--- src/rtl/pong_scoreboard_pkg.sv ---
// pong_scoreboard_pkg: shared game codes, digit indices and 7-segment glyphs
package pong_scoreboard_pkg;
  typedef enum logic [1:0] {
    WINNER_NONE  = 2'b00,
    WINNER_LEFT  = 2'b01,
    WINNER_RIGHT = 2'b10,
    WINNER_DRAW  = 2'b11
  } winner_t;
  localparam logic [1:0] DIG_R_UNITS = 2'd0;
  localparam logic [1:0] DIG_R_TENS  = 2'd1;
  localparam logic [1:0] DIG_L_UNITS = 2'd2;
  localparam logic [1:0] DIG_L_TENS  = 2'd3;
  function automatic logic [6:0] seg7(input logic [3:0] v);
    case (v)
      4'd0: seg7 = 7'h3F;
      4'd1: seg7 = 7'h06;
      4'd2: seg7 = 7'h5B;
      4'd3: seg7 = 7'h4F;
      4'd4: seg7 = 7'h66;
      4'd5: seg7 = 7'h6D;
      4'd6: seg7 = 7'h7D;
      4'd7: seg7 = 7'h07;
      4'd8: seg7 = 7'h7F;
      4'd9: seg7 = 7'h6F;
      default: seg7 = 7'h00;
    endcase
  endfunction
endpackage

--- src/rtl/pong_scoreboard_bcd_counter2.sv ---
// bcd_counter2: two-digit BCD counter, saturating at 99
module bcd_counter2 (
  input  logic       clk,
  input  logic       rst,
  input  logic       clr,
  input  logic       inc,
  output logic [3:0] tens,
  output logic [3:0] units
);
  always_ff @(posedge clk or negedge rst)
    if (!rst) begin
      tens  <= 4'd0;
      units <= 4'd0;
    end else if (clr) begin
      tens  <= 4'd0;
      units <= 4'd0;
    end else if (inc && !(tens == 4'd9 && units == 4'd9)) begin
      units <= units == 4'd9 ? 4'd0 : units + 4'd1;
      tens  <= units == 4'd9 ? tens + 4'd1 : tens;
    end
endmodule

--- src/rtl/pong_scoreboard.sv ---
// pong_scoreboard: decimal match scores, winner detection and 4-digit muxed 7-seg display
module pong_scoreboard
  import pong_scoreboard_pkg::*;
#(
  parameter int SCAN_BITS  = 16,
  parameter int BLINK_BITS = 24,
  parameter int WIN_SCORE  = 11
) (
  input  logic       clk,
  input  logic       rst,
  input  logic [3:0] score_l,
  input  logic [3:0] score_r,
  input  logic       clr,
  output logic [7:0] seg,
  output logic [3:0] an,
  output logic       game_over,
  output logic [1:0] winner,
  output logic       err
);
  localparam logic [7:0] WIN_BCD = {4'(WIN_SCORE / 10), 4'(WIN_SCORE % 10)};
  logic [3:0] prev_l, prev_r, d_l, d_r, tens_l, units_l, tens_r, units_r, val;
  logic [SCAN_BITS+1:0] scan;
  logic [BLINK_BITS:0] blink;
  logic [1:0] sel;
  logic win_l, win_r, off;
  winner_t win_q;
  assign d_l = score_l - prev_l;
  assign d_r = score_r - prev_r;
  assign win_l = {tens_l, units_l} == WIN_BCD;
  assign win_r = {tens_r, units_r} == WIN_BCD;
  assign sel = scan[SCAN_BITS+1 -: 2];
  assign winner = win_q;
  bcd_counter2 u_left (
    .clk(clk), .rst(rst), .clr(clr), .inc(d_l != 4'd0 && !game_over),
    .tens(tens_l), .units(units_l)
  );
  bcd_counter2 u_right (
    .clk(clk), .rst(rst), .clr(clr), .inc(d_r != 4'd0 && !game_over),
    .tens(tens_r), .units(units_r)
  );
  // Left digits blink for a left win, right digits for a right win, all four on a draw
  always_comb begin
    val = sel == DIG_R_UNITS ? units_r : sel == DIG_R_TENS ? tens_r :
          sel == DIG_L_UNITS ? units_l : tens_l;
    off = game_over && !blink[BLINK_BITS] && (sel[1] ? win_q[0] : win_q[1]);
  end
  always_ff @(posedge clk or negedge rst)
    if (!rst) begin
      prev_l    <= 4'd0;
      prev_r    <= 4'd0;
      scan      <= '0;
      blink     <= '0;
      game_over <= 1'b0;
      win_q     <= WINNER_NONE;
      err       <= 1'b0;
      seg       <= 8'h00;
      an        <= 4'h0;
    end else begin
      prev_l <= score_l;
      prev_r <= score_r;
      scan   <= scan + 1'b1;
      blink  <= blink + 1'b1;
      if (clr) begin
        game_over <= 1'b0;
        win_q     <= WINNER_NONE;
        err       <= 1'b0;
      end else begin
        if (d_l > 4'd1 || d_r > 4'd1) err <= 1'b1;
        if (!game_over && (win_l || win_r)) begin
          game_over <= 1'b1;
          win_q     <= winner_t'({win_r, win_l});
        end
      end
      seg <= off ? 8'h00 : {sel == DIG_L_UNITS, (sel[0] && val == 4'd0) ? 7'h00 : seg7(val)};
      an  <= 4'b0001 << sel;
    end
endmodule

--- config.mk ---
export PLATFORM = sky130hd
export DESIGN_NAME = pong_scoreboard
export DESIGN_NICKNAME = d
export VERILOG_FILES = /design/src/rtl/pong_scoreboard_pkg.sv /design/src/rtl/pong_scoreboard_bcd_counter2.sv /design/src/rtl/pong_scoreboard.sv
export SDC_FILE = /design/constraint.sdc
export NUM_CORES = 1
export LEC_CHECK = 0
export ABC_AREA = 1
export CELL_PAD_IN_SITES_DETAIL_PLACEMENT = 1
export CELL_PAD_IN_SITES_GLOBAL_PLACEMENT = 2
export CORE_ASPECT_RATIO = 0.7
export CORE_MARGIN = 1.5
export CORE_UTILIZATION = 41
export CTS_BUF_LIST = sky130_fd_sc_hd__clkbuf_4
export DETAILED_ROUTE_END_ITERATION = 8
export MAX_ROUTING_LAYER = met4
export PLACE_DENSITY = 0.95
export SETUP_SLACK_MARGIN = 0.05
export SLEW_MARGIN = 20
export SYNTH_ARGS = -nofsm -noshare
export SYNTH_HDL_FRONTEND = slang
export SYNTH_SLANG_ARGS = --single-unit
--- constraint.sdc ---
create_clock -name clk -period 3.4 [get_ports clk]
set_input_delay 0.68 -clock clk [delete_from_list [all_inputs] [get_ports clk]]
set_output_delay 0.68 -clock clk [all_outputs]
set_load 0.01 [all_outputs]
==> results.cfg <==
[synthesis]
ys_ff_latch = 83
synthTopCellsByArea = dfrtp_1, nand2_1, ha_1
synth_top_area_share_pct = 48.5
synth_edf_count = 0
yosys_warnings = 0
synthArstFlopShare_pct = 100
syn-num-nets = 526
synth_cells = 491
avgSynthCellArea_um2 = 8.72
synth_top_flop_cell = dfrtp_1
syn_area_um2 = 4280
seq_area_frac_synth_pct = 48.5
yosys.area.top_type = dfrtp_1
yosys.cell_types.count = 31

[job]
maxCapViolCount = 0

[sta]
fmax_mhz = 420
finalSetupTns_ns = 0
rsz0062_at_grt = no
min_period_ns = 2.38
tightest_slew_ns = 0.529
hold_slack_ns = 0.242
drv_slew = 0
finalCritPeriodShare_pct = 70.0
skew_ns = 0.0121
hold_violations = 0
slew_headroom_pct = 64.4
setup_violations = 0
setup_slack_ns = 1.02

[layout]
postLayoutCoreUtil_pct = 49.0
fin_nets = 562
final_cells = 660
layout-drive-gt1-share_pct = 7.33
area_delta_synth_final_pct = 13.3
layout_commonest_cell = nand2_1
final_cell_mix = nand2_1, dfrtp_1, inv_1, nor2_1, nand3_1
antenna-diode-count = 0

[setup_path]
crit_required_ns = 3.80
r2r_setup_slack_ns = 1.29
crit_chain = clkdlybuf4s50_1 -> inv_1 -> ha_1 -> inv_1 -> fa_1 -> nor2_1 -> nand3_1 -> nand2_1 -> nand2_2 -> nand2_1 -> nand2_1 -> nand2_1
worst-setup-path-type = input pin to flop
start_kind = input pin
slowest_stage = clkdlybuf4s50_1
cp_common_cell = nand2_1
crit_path_max_fanout = 10
endpoint_kind = flop
max_stage_delay_ns = 0.47
crit_start = score_l[0]
crit_arrival_ns = 2.78
r2r_start = scan[16]$_DFF_PN0_

[placed_design]
portBuffers = 26
hpwl_um = 7270
gp_congestion = 0.828
place_inst = 644
preCtsSetupSlack_ns = 0.581

[cts]
cts_buffers = 9
hold_buffers = 0
cts.reportedPaths.clkPinSlew_ns = 0.13
clk_path_buf_depth = 2
root_buffer = clkbuf_4
post_cts_buffers = 0
cts-htree-levels = 3
cts_resized = 0
cts_tree = yes
clock_sinks = 83
insertion_delay_ns = 0.46

[outcome]
status = finished clean

[floorplan]
io_pins = 27
dieWidth_um = 125
core_area_um2 = 9910
die_y_um = 88.5
die_area_um2 = 11100
num_rows = 30
start_util_pct = 43.2

[hold_path]
hold_class = input pin to async pin

[power_and_ir_drop]
powerDensity_nw_per_um2 = 478
leakage_uw = 0.00245
peakVddDrop_v = 0.000180

[global_route]
grt_pass1_vias = 3401
grt_usage_pct = 20.0
grt_first_pass_wirelength_um = 16800
antenna_found_initial = 0
grt_max_degree = 84
globalRouteOverflowTotal = 0

[drt]
vias = 3302
highest_layer = met4
route.detailed.drc = 0
antenna_left = 0
drt_pre_antenna_iters = 4
drt_iter0_drc = 131
via_per_inst = 5.00
wl_per_cell_um = 14.7
met3_wirelength_um = 259
dr_wl_met2_um = 4500
finalWirelength_um = 9730
wl_met1_um = 4840
[Yosys cell counts, types with 4 or more instances]
cell type  instances
a21oi_1            6
nor3_1            11
o21ai_0           14
xor2_1            28
xnor2_1           15
o22ai_1            4
nand2_1          108
nand2_2            7
nor4_1             6
dfrtp_1           83
nand3_1           33
inv_1             68
nor2_1            52
nand4_1            7
ha_1              22
[layer usage]
| metal | vias up | global-route usage, % |
|---|---|---|
| li1 | 1626 | - |
| met1 | 1629 | 25.9 |
| met2 | 36 | 32.2 |
| met3 | 11 | 4.17 |
| met4 | 0 | 6.20 |
| met5 | - | - |
[path summary, 6_finish.rpt]
| path | end | depth (start not counted) |
|---|---|---|
| worst max-delay path | u_left.tens[1]$_DFFE_PN0P_ | 12 |
| worst max register to register | seg[5]$_DFF_PN0_ | 10 |
| min in group clk | scan[0]$_DFF_PN0_ | 1 |
| worst min register to register | scan[0]$_DFF_PN0_ | 1 |
| max in group asynchronous | seg[1]$_DFF_PN0_ | 2 |
| worst min-delay path | u_right.tens[0]$_DFFE_PN0P_ | 2 |
[layout make-up]
cell class	instances	area [um^2]
well taps	128	160
fillers	1218	5060
flip-flops and latches	83	2080
inverters	70	263
repair buffers	27	278
multi-input cells	336	1930
clock inverters	4	50.0
clock buffers	12	90.1
[flip-flops by register name, indices dropped and copies added (netlist names)]
signal,flops
u_right.units,4
u_left.units,4
an,4
winner,2
prev_l,4
prev_r,4
u_right.tens,4
seg,8
game_over,1
u_left.tens,4
err,1
scan,18
blink,25
[through the flow]
stage                     instance area, um^2  total power (uW)
after floorplan                          4280              1490
after global placement                   4710              1700
after detailed placement                 4710              1740
after CTS                                4850              2350
after global routing                     4850              2470
final                                    4850              2320
[critical path, delay by kind of cell]
| kind | cells | cell delay, ns |
|---|---|---|
| buffers and inverters | 3 | 0.61 |
| adders and majority gates | 2 | 0.64 |
| and+or+nand+nor | 7 | 0.84 |
[kinds of logic after synthesis]
family,after synthesis,share of synthesized area [%]
AO/OA/AOI/OAI,31,4.03
XOR/XNOR,43,8.80
adder cells (fa/ha/maj),24,7.36
buffers and inverters,72,6.34
flip-flops,83,48.5
AND/OR/NAND/NOR,238,25.0
[report_power, final]
part           switching [uW]  internal (uW)  total (uW)
registers                91.0           1070        1160
clock network             351            250         601
logic                     320            234         554
No activity file was read; power rests on OpenSTA's default activity.
